===== config.mk =====
export PLATFORM = sky130hd
export DESIGN_NAME = clk_enable_gen
export DESIGN_NICKNAME = d
export VERILOG_FILES = /design/src/rtl/clk_enable_gen_pkg.sv /design/src/rtl/clk_enable_gen_chan.sv /design/src/rtl/clk_enable_gen.sv
export SDC_FILE = /design/constraint.sdc
export NUM_CORES = 1
export LEC_CHECK = 0
export ABC_AREA = 1
export BUFFER_PORTS_ARGS = -buffer_cell sky130_fd_sc_hd__buf_2
export CAP_MARGIN = 25
export CORE_MARGIN = 3
export CORE_UTILIZATION = 30
export CTS_BUF_LIST = sky130_fd_sc_hd__clkbuf_8
export CTS_CLUSTER_SIZE = 24
export DETAILED_ROUTE_END_ITERATION = 10
export GPL_TIMING_DRIVEN = 0
export PLACE_DENSITY = 0.44
export SYNTH_ARGS = -nofsm -noshare
export SYNTH_HDL_FRONTEND = slang
export SYNTH_HIERARCHICAL = 1
export SYNTH_SLANG_ARGS = --single-unit

===== constraint.sdc =====
create_clock -name sys_clk_i -period 6.15 [get_ports sys_clk_i]
set_input_delay 0.615 -clock sys_clk_i [delete_from_list [all_inputs] [get_ports sys_clk_i]]
set_output_delay 0.615 -clock sys_clk_i [all_outputs]
set_load 0.05 [all_outputs]

===== src/rtl/clk_enable_gen_pkg.sv =====
// Shared types for the fractional clock-enable generator.
// Holds channel/config FSM encodings, a config request struct and the request validity rule.
// No logic of its own; imported by the channel and top modules.
package clk_enable_gen_pkg;

  localparam int CLK_GEN_ACC_W  = 16;
  localparam int CLK_GEN_CHAN_W = 1;

  typedef struct packed {
    logic [CLK_GEN_CHAN_W-1:0] chan;
    logic [CLK_GEN_ACC_W-1:0]  num;
    logic [CLK_GEN_ACC_W-1:0]  den;
  } clk_gen_cfg_t;

  typedef enum logic {
    SETTLE = 1'b0,
    RUN    = 1'b1
  } clk_chan_state_t;

  typedef enum logic {
    CFG_IDLE  = 1'b0,
    CFG_APPLY = 1'b1
  } clk_cfg_state_t;

  // A request is usable only with a nonzero denominator, num <= den and an existing channel.
  function automatic logic cfg_req_ok(input logic [31:0] chan,
                                      input logic [31:0] num,
                                      input logic [31:0] den,
                                      input logic [31:0] channels);
    return (den != 32'd0) && (num <= den) && (chan < channels);
  endfunction

endpackage


===== src/rtl/clk_enable_gen_chan.sv =====
// One fractional enable channel: settle counter, then phase accumulator producing num strobes per den cycles.
// Latency: strobes/clock/ready are registered; a load takes effect on the next edge.
// No backpressure; i_load overrides everything and restarts the settle period.
module clk_enable_chan
  import clk_enable_gen_pkg::*;
#(
  parameter int ACC_W       = 16,
  parameter int LOCK_CYCLES = 16,
  parameter int RESET_NUM   = 63,
  parameter int RESET_DEN   = 250
) (
  input  logic             i_clk,
  input  logic             i_rst_n,
  input  logic             i_load,
  input  logic [ACC_W-1:0] i_num,
  input  logic [ACC_W-1:0] i_den,
  output logic             o_en,
  output logic             o_clk,
  output logic             o_ready
);

  localparam int                LOCK_W    = $clog2(LOCK_CYCLES + 1);
  localparam logic [LOCK_W-1:0] LOCK_LAST = LOCK_W'(LOCK_CYCLES - 1);

  clk_chan_state_t   r_state;
  logic [ACC_W-1:0]  r_acc;
  logic [ACC_W-1:0]  r_num;
  logic [ACC_W-1:0]  r_den;
  logic [LOCK_W-1:0] r_lock_cnt;
  logic              r_en;
  logic              r_clk;
  logic              r_ready;

  logic [ACC_W:0]    w_sum;
  logic              w_hit;
  logic [ACC_W-1:0]  w_rem;

  // One extra bit so acc + num never wraps before the compare against den.
  assign w_sum = {1'b0, r_acc} + {1'b0, r_num};
  assign w_hit = (w_sum >= {1'b0, r_den});
  assign w_rem = ACC_W'(w_sum - {1'b0, r_den});

  // Channel FSM: load restarts settling, SETTLE counts to lock, RUN accumulates and strobes.
  always_ff @(posedge i_clk or negedge i_rst_n) begin
    if (!i_rst_n) begin
      r_state    <= SETTLE;
      r_acc      <= '0;
      r_num      <= ACC_W'(RESET_NUM);
      r_den      <= ACC_W'(RESET_DEN);
      r_lock_cnt <= '0;
      r_en       <= 1'b0;
      r_clk      <= 1'b0;
      r_ready    <= 1'b0;
    end else if (i_load) begin
      r_state    <= SETTLE;
      r_acc      <= '0;
      r_num      <= i_num;
      r_den      <= i_den;
      r_lock_cnt <= '0;
      r_en       <= 1'b0;
      r_clk      <= 1'b0;
      r_ready    <= 1'b0;
    end else if (r_state == SETTLE) begin
      r_acc      <= '0;
      r_en       <= 1'b0;
      r_lock_cnt <= r_lock_cnt + 1'b1;
      if (r_lock_cnt == LOCK_LAST) begin
        r_ready <= 1'b1;
        r_state <= RUN;
      end
    end else begin
      if (w_hit) begin
        r_acc <= w_rem;
        r_en  <= 1'b1;
        r_clk <= ~r_clk;
      end else begin
        r_acc <= w_sum[ACC_W-1:0];
        r_en  <= 1'b0;
      end
    end
  end

  assign o_en    = r_en;
  assign o_clk   = r_clk;
  assign o_ready = r_ready;

endmodule


===== src/rtl/clk_enable_gen.sv =====
// Multi-channel fractional clock-enable generator with a runtime valid/ready config port.
// Latency: request accepted on one edge, applied (or rejected via cfg_err_o) on the next.
// Backpressure: cfg_ready_o drops for the single APPLY cycle, giving one request per 2 cycles.
module clk_enable_gen
  import clk_enable_gen_pkg::*;
#(
  parameter int  CHANNELS    = 2,
  parameter int  ACC_W       = 16,
  parameter int  LOCK_CYCLES = 16,
  parameter int  RESET_NUM   = 63,
  parameter int  RESET_DEN   = 250,
  localparam int CHAN_W      = (CHANNELS > 1) ? $clog2(CHANNELS) : 1
) (
  input  logic                sys_clk_i,
  input  logic                reset_async_ni,
  input  logic                cfg_valid_i,
  output logic                cfg_ready_o,
  input  logic [CHAN_W-1:0]   cfg_chan_i,
  input  logic [ACC_W-1:0]    cfg_num_i,
  input  logic [ACC_W-1:0]    cfg_den_i,
  output logic                cfg_err_o,
  output logic [CHANNELS-1:0] en_o,
  output logic [CHANNELS-1:0] clk_o,
  output logic [CHANNELS-1:0] ready_o
);

  clk_cfg_state_t     r_cfg_state;
  logic               r_cfg_ready;
  logic               r_cfg_err;
  logic [CHAN_W-1:0]  r_chan;
  logic [ACC_W-1:0]   r_num;
  logic [ACC_W-1:0]   r_den;

  logic               w_req_ok;
  logic               w_apply;

  assign w_req_ok = cfg_req_ok(32'(r_chan), 32'(r_num), 32'(r_den), 32'(CHANNELS));
  assign w_apply  = (r_cfg_state == CFG_APPLY) && w_req_ok;

  // Config FSM: latch a request in IDLE, validate and report in APPLY, then return to IDLE.
  always_ff @(posedge sys_clk_i or negedge reset_async_ni) begin
    if (!reset_async_ni) begin
      r_cfg_state <= CFG_IDLE;
      r_cfg_ready <= 1'b1;
      r_cfg_err   <= 1'b0;
      r_chan      <= '0;
      r_num       <= '0;
      r_den       <= '0;
    end else begin
      r_cfg_err <= 1'b0;
      if (r_cfg_state == CFG_IDLE) begin
        if (cfg_valid_i && r_cfg_ready) begin
          r_chan      <= cfg_chan_i;
          r_num       <= cfg_num_i;
          r_den       <= cfg_den_i;
          r_cfg_ready <= 1'b0;
          r_cfg_state <= CFG_APPLY;
        end
      end else begin
        r_cfg_err   <= ~w_req_ok;
        r_cfg_ready <= 1'b1;
        r_cfg_state <= CFG_IDLE;
      end
    end
  end

  assign cfg_ready_o = r_cfg_ready;
  assign cfg_err_o   = r_cfg_err;

  for (genvar g = 0; g < CHANNELS; g++) begin : g_chan
    logic w_load;

    // Only the addressed channel sees the load; the others keep running untouched.
    assign w_load = w_apply && (r_chan == CHAN_W'(g));

    clk_enable_chan #(
      .ACC_W       (ACC_W),
      .LOCK_CYCLES (LOCK_CYCLES),
      .RESET_NUM   (RESET_NUM),
      .RESET_DEN   (RESET_DEN)
    ) u_chan (
      .i_clk   (sys_clk_i),
      .i_rst_n (reset_async_ni),
      .i_load  (w_load),
      .i_num   (r_num),
      .i_den   (r_den),
      .o_en    (en_o[g]),
      .o_clk   (clk_o[g]),
      .o_ready (ready_o[g])
    );
  end

endmodule


==> results of run 1 <==
==> flip-flops by register name, summed over array words and instances (netlist names) <==
name	flops
cfg_err_o	1
cfg_ready_o	1
g_chan.u_chan/o_clk	2
g_chan.u_chan/o_en	2
g_chan.u_chan/o_ready	2
g_chan.u_chan/r_acc	32
g_chan.u_chan/r_den	32
g_chan.u_chan/r_lock_cnt	10
g_chan.u_chan/r_num	32
g_chan.u_chan/r_state	2
r_cfg_state	1
r_chan	1
r_den	16
r_num	16
==> layout by cell type (no fill, tap or decap), types with 2 or more instances in the layout <==
master	netlist	routed
nor2_2	6	6
o21ai_1	10	10
xor2_1	18	18
nand3_2	4	4
clkbuf_1	17	17
ha_1	84	84
inv_2	4	4
xnor2_1	15	15
nand4_1	18	18
bufinv_16	0	2
a21oi_1	67	67
nand3_1	52	52
a21oi_2	5	5
clkbuf_8	0	17
inv_1	165	168
nor4_1	4	4
nand3b_1	13	13
fa_1	4	4
dfstp_2	25	25
a21o_1	2	2
buf_6	5	5
clkinvlp_4	0	4
nand2_4	3	3
nand2_2	11	11
and3_1	4	4
o21bai_1	5	5
or2_2	3	3
nand2_1	483	483
o21a_1	2	2
dfrtp_1	125	125
o22ai_1	2	2
nor2_1	90	90
nor3_1	7	7
clkinv_2	0	3
buf_2	3	45
clkinv_4	0	2
buf_4	3	3
o21ai_0	67	67
==> worst max-delay path, cell delays in order, from the launching register on <==
cell     delay, ps
dfstp_2        550
ha_1           190
inv_1           60
fa_1           390
inv_1          120
nand3_1         90
nand2_2        120
nand2_1         60
nand2_1        120
nand3_1         90
nand2_1        110
xor2_1         210
ha_1           360
a21oi_1        190
nand2_1         80
a21oi_1        110
nand2_1        100
nand2_2        190
nand3_2        230
inv_1          170
nand2_1         60
nand2_1         70
==> kinds of logic after synthesis <==
group,count (synthesis)
and+or+nand+nor,703
buffers and inverters,197
AOI/OAI and AO/OA,164
DFF,150
adders and majority gates,88
xor gates and xnor gates,33
==> worst paths after layout <==
kind	end	slack, ps	cells past startpoint
worst max-delay path	g_chan[0].u_chan/r_acc[15]	2370	21
worst min-delay path	r_num[1]	330	3
worst max register to register	g_chan[0].u_chan/r_acc[15]	2370	21
worst min register to register	g_chan[0].u_chan/r_lock_cnt[3]	470	1
max in group asynchronous	g_chan[1].u_chan/o_ready	4660	3
min in group asynchronous	cfg_err_o	600	2
==> synthesized netlist by cell type (3+ instances only) <==
cell type | number | area [um^2]
buf_6 | 5 | 56.3
xnor2_1 | 15 | 131
fa_1 | 4 | 80.1
dfrtp_1 | 125 | 3130
o21ai_1 | 10 | 50.1
nor2_2 | 6 | 37.5
a21oi_2 | 5 | 43.8
clkbuf_1 | 17 | 63.8
buf_4 | 3 | 22.5
inv_1 | 165 | 619
nand2_1 | 483 | 1810
nand4_1 | 18 | 113
nor3_1 | 7 | 35.0
xor2_1 | 18 | 158
ha_1 | 84 | 1050
nor4_1 | 4 | 25.0
a21oi_1 | 67 | 335
nand2_2 | 11 | 68.8
buf_2 | 3 | 15.0
inv_2 | 4 | 15.0
nand3b_1 | 13 | 97.6
nor2_1 | 90 | 338
o21bai_1 | 5 | 37.5
nand2_4 | 3 | 33.8
or2_2 | 3 | 18.8
nand3_2 | 4 | 40.0
nand3_1 | 52 | 260
o21ai_0 | 67 | 335
and3_1 | 4 | 25.0
dfstp_2 | 25 | 657
==> routing by layer <==
layer | wire length (um) | vias to the layer above
li1 | - | 4359
met1 | 15600 | 4000
met2 | 12200 | 152
met3 | 1150 | 19
met4 | 395 | 0
met5 | 0 | -
==> per-stage QoR <==
| step | util [%] | std cells | hold WS, ps |
|---|---|---|---|
| after floorplan | - | 1335 | 319 |
| after global placement | 33.2 | 1813 | 445 |
| after detailed placement | 33.3 | 1814 | 452 |
| after CTS | 34.5 | 1847 | 283 |
| after global routing | 34.5 | 1847 | 296 |
| final | 34.5 | 1848 | 327 |
==> timing repair <==
action / CTS / global route
buffers inserted: 0 / 0
setup endpoints to repair: 0 / 0
hold buffers: 1 / 0
hold endpoints to repair: 21 / 0
==> final cells by class <==
| class | instances | area, um^2 |
|---|---|---|
| Antenna cell | 1 | 2.50 |
| Buffer | 28 | 158 |
| Clock buffer | 17 | 234 |
| Clock inverter | 15 | 143 |
| Fill cell | 3494 | 20900 |
| Inverter | 169 | 634 |
| Multi-Input combinational cell | 988 | 5260 |
| Sequential cell | 150 | 3780 |
| Tap cell | 435 | 544 |
| Timing Repair Buffer | 45 | 263 |
==> flow_metrics.tcl, run 1 <==
set metrics [dict create \
    synth_compound_area_share_pct 8.97 \
    pin_count 44 \
    vias_per_cell 4.62 \
    synth_warnings 6 \
    via_count 8530 \
    max_freq_ghz 0.265 \
    drt_iter0_drc 556 \
    yosysUniqueCellTypes 42 \
    grt.total_usage_pct 17.4 \
    worst-setup-path-type "flip-flop to flip-flop" \
    die_area_um2 35000 \
    die_x_um 187 \
    clockBufferDepth 2 \
    end_kind "flip-flop" \
    min_period_ps 3780 \
    grt-ovfl-total 0 \
    insertion_delay_ps 470 \
    synth_edf_count 0 \
    ys_seq_area_share_pct 38.5 \
    grt_max_degree 114 \
    required_ps 6540 \
    wl_um 29400 \
    grt_pass1_vias 8685 \
    dpl_cell_area_um2 10600 \
    path_max_fanout 6 \
    use_met2_pct 25.5 \
    syn_inst 1335 \
    fin_area_um2 11000 \
    core_area_um2 32000 \
    setup_viol 0 \
    crit_arrival_ps 4170 \
    drive_gt1_share_pct 10.6 \
    hold_viol_final 0 \
    syn_area_per_cell_um2 7.37 \
    clock-skew-final_ps 21.5 \
    finish.net_count 1523 \
    report.final.slew_viol_count 0 \
    finalSetupTns_ps 0 \
    synth_top_family_by_area "simple AND/OR/NAND/NOR gates" \
    rsz0062_at_grt "no" \
    dp_worst_setup_slack_ps 2400 \
    cts_made_buffers 17 \
    cts_tree "yes" \
    max_slew_margin_pct 38.2 \
    wire_per_inst_um 15.9 \
    cts_num_sinks 150 \
    row_count 65 \
    dp_hpwl_um 23300 \
    clk_pin_slew_ps 100 \
    gr-max-usage-layer "met1" \
    ant_nets 0 \
    async_flop_share_pct 100 \
    finalCritPeriodShare_pct 61.4 \
    synthMuxAreaShare_pct 0 \
    drt_pass1_iterations 5 \
    area_growth_pct 12.1 \
    drc_errors 0 \
    start_kind "flip-flop" \
    synth_simple_gate_area_share_pct 30.1 \
    hold_path.class "input port to flip-flop" \
    synth-xor-area-share_pct 2.94 \
    gp_congestion 0.857 \
    htreeDepth 4 \
    ys_ff_latch 150 \
    synthAdderAreaFrac_pct 11.5 \
    syn_nets 1459 \
    antenna_found_initial 0 \
    reg2reg_from "g_chan[0].u_chan/r_num[0]" \
    setup_ws_ps 2370 \
    crit_path_start "g_chan[0].u_chan/r_num[0]" \
    hp-start "cfg_num_i[1]" \
    die_h_um 187 \
    initial_core_util_pct 30.8 \
    cts_root_buf "clkbuf_8" \
    synth_flop_cell "dfrtp_1" \
    use_met1_pct 26.2 \
    outcome "finished, final reports clean" \
    cts_resized 0 \
    synth_area_um2 9840 \
    met3_usage_pct 3.28 \
    portBuffers 43 \
    worst_slew_pin_slew_ps 924 \
    grt_pass1_wl_um 47800 \
    drv_cap 0 \
]
Power of run 1 is not shown: default switching activity piles up to over one toggle a cycle in this logic, so the estimate is an artifact.
==> inputs of run 2 (changes only) <==
--- a/config.mk
+++ b/config.mk
@@ -5,7 +5,7 @@
 export SDC_FILE = /design/constraint.sdc
 export NUM_CORES = 1
 export LEC_CHECK = 0
-export ABC_AREA = 1
+export ABC_AREA = 0
 export BUFFER_PORTS_ARGS = -buffer_cell sky130_fd_sc_hd__buf_2
 export CAP_MARGIN = 25
 export CORE_MARGIN = 3
==> constraint.sdc (replaced) <==
create_clock -name sys_clk_i -period 3.5 [get_ports sys_clk_i]
set_input_delay 0.35 -clock sys_clk_i [delete_from_list [all_inputs] [get_ports sys_clk_i]]
set_output_delay 0.35 -clock sys_clk_i [all_outputs]
set_load 0.05 [all_outputs]
==> flow_metrics.tcl, run 2 <==
set metrics [dict create \
    outcome "finished with violations" \
    violations "negative setup slack" \
    drive_gt1_share_pct 25.9 \
    pin_count 44 \
    dp_hpwl_um 21200 \
    setup_viol 36 \
    area_growth_pct 24.4 \
    synthTopCellsByCount "141 x nand2_1, 125 x dfrtp_1, 85 x o21ai_0, 84 x ha_1, 80 x inv_1" \
    initial_core_util_pct 30.8 \
    core_area_um2 30900 \
    ys_top_cells_by_area "dfrtp_1 33%, ha_1 11%, dfstp_2 6.9%" \
    power.density_nw_per_um2 263 \
    die_h_um 184 \
    finalCritPeriodShare_pct 117 \
    worst-setup-path-type "flip-flop to flip-flop" \
    insertion_delay_ps 460 \
    ys_ff_latch 150 \
    critical_path.max_stage_delay_ps 560 \
    syn_inst 1027 \
    end_kind "flip-flop" \
    htreeDepth 4 \
    clock-skew-final_ps 24.2 \
    largestRegisters "g_chan.u_chan/r_acc: 32 flops, g_chan.u_chan/r_den: 32 flops, g_chan.u_chan/r_num: 32 flops" \
    report.final.slew_viol_count 0 \
    required_ps 3880 \
    start_kind "flip-flop" \
    ys_seq_area_share_pct 39.7 \
    yosysUniqueCellTypes 80 \
    drt_iter0_drc 389 \
    wl_um 28500 \
    grt-ovfl-total 0 \
    dp_worst_setup_slack_ps -1180 \
    grt.total_usage_pct 17.1 \
    vias_per_cell 5.04 \
    rsz0062_at_grt "yes" \
    cellLeakagePower_nw 5.66 \
    max_freq_ghz 0.245 \
    gp_congestion 0.790 \
    clockBufferDepth 2 \
    grt_pass1_wl_um 44700 \
    path_cells "ha_4 > inv_2 > fa_2 > nand2b_4 > a21oi_4 > o211ai_1 > a21boi_2 > buf_4 > o31a_1 > ha_4 > a21oi_2 > o21ai_2 > or3_4 > o311ai_4 > o2111ai_4 > or3b_1 > a21oi_2" \
    synth_warnings 6 \
    die_area_um2 33900 \
    synth_area_um2 9530 \
    min_period_ps 4090 \
    ir_drop_uv 207 \
    yosysTopAreaCell "dfrtp_1" \
    max_slew_margin_pct 46.6 \
    syn_nets 1151 \
    portBuffers 43 \
    row_count 64 \
    die_x_um 184 \
    via_count 7796 \
    cts_made_buffers 17 \
    utilization_pct 38.3 \
    cts_root_buf "clkbuf_8" \
    drv_cap 0 \
    final_cells 1548 \
    cts_tree "yes" \
    drc_errors 0 \
    synth_edf_count 0 \
    path_max_fanout 6 \
    dp.cells 1467 \
    ant_nets 0 \
    clk_pin_slew_ps 100 \
    setup_ws_ps -588 \
    synth_top_area_share_pct 32.8 \
    synth.most_common_cell "nand2_1" \
    cts_num_sinks 150 \
    syn_area_per_cell_um2 9.27 \
    final_cell_mix "136 x nand2_1, 125 x dfrtp_1, 81 x inv_1" \
    crit_arrival_ps 4470 \
    grt_max_degree 109 \
    hold_path.class "input port to flip-flop" \
    worst_slew_pin_slew_ps 802 \
    grt_pass1_vias 8045 \
    synth_flop_cell "dfrtp_1" \
    dpl_cell_area_um2 10500 \
    fin_area_um2 11800 \
    antenna_found_initial 0 \
    drt_pass1_iterations 5 \
    finish.net_count 1263 \
    wire_per_inst_um 18.4 \
    async_flop_share_pct 100 \
    final_common_cell "nand2_1" \
    diodes 0 \
    cpMaxStageDelayCell "dfstp_2" \
    hold_viol_final 0 \
]
==> run 2: critical path, delay by kind of cell (launching register included) <==
kind,cells,cell delay [ps]
AO/OA/AOI/OAI,9,1660
AND/OR/NAND/NOR,3,920
adder cells (fa/ha/maj),3,720
flip-flops,1,560
buffers and inverters,2,160
==> run 2: logic make-up (layout without fill, tap and decap cells) <==
family	count (synthesis)	count (layout)	synth area share, %
simple gates	319	319	15.6
compound gates	267	267	18.6
flops	150	150	39.7
buf+inv	113	238	4.89
fa+ha+maj	88	88	11.9
mux	47	47	5.37
xor+xnor	43	43	3.95
==> run 2: worst paths after layout <==
| kind | start | endpoint | slack (ps) | cells after the start |
|---|---|---|---|---|
| setup / recovery | g_chan[0].u_chan/r_num[0] | g_chan[0].u_chan/r_acc[12] | -590 | 17 |
| hold / removal | cfg_num_i[11] | r_num[11] | 80 | 3 |
| setup reg to reg | g_chan[0].u_chan/r_num[0] | g_chan[0].u_chan/r_acc[12] | -590 | 17 |
| hold reg to reg | g_chan[0].u_chan/o_ready | g_chan[0].u_chan/o_ready | 510 | 2 |
| max in group asynchronous | reset_async_ni | g_chan[0].u_chan/r_num[3] | 2230 | 3 |
| min in group asynchronous | reset_async_ni | g_chan[1].u_chan/r_lock_cnt[3] | 380 | 2 |
==> run 2: report_power, final <==
part	switching, mW	internal, mW
registers	0	1.73
logic	0.0443	0.0192
clock network	0.749	0.565
==> run 2: final cells by class <==
cell class / instances / area [um^2]
Tap cell: 396 / 495
Multi-Input combinational cell: 764 / 5950
Sequential cell: 150 / 3780
Fill cell: 3152 / 19100
Clock buffer: 17 / 234
Inverter: 80 / 300
Clock inverter: 15 / 130
Timing Repair Buffer: 94 / 758
Buffer: 32 / 196
==> run 2: metrics by stage <==
| step | total power, mW | hold slack [ps] | TNS [ps] |
|---|---|---|---|
| after floorplan | 1.77 | 54.4 | -10490 |
| after CTS | 3.18 | 48.9 | -22170 |
| after global placement | 1.83 | 486 | -96190 |
| after detailed placement | 1.83 | 290 | -32890 |
| final | 3.11 | 76.4 | -18750 |
| after global routing | 3.25 | 51.6 | -24360 |
==> run 2: layer usage <==
metal	global-route usage, %	wire (um)	vias up	share of wire, %
met4	7.44	990	0	3.5
met3	2.33	574	42	2.0
met2	29.1	13900	115	49
li1	-	-	3851	-
met1	21.8	13000	3788	46
met5	0	0	-	0
==> run 2: repair_timing <==
action,in CTS,in global routing
setup buffers,38,8
hold buffers,1,0
pin swaps,52,37
gates resized for setup,72,33
endpoints found under the hold margin,41,0
setup endpoints to repair,36,59
cloned,4,0
Note: power is estimated with default switching activity, not from simulation.
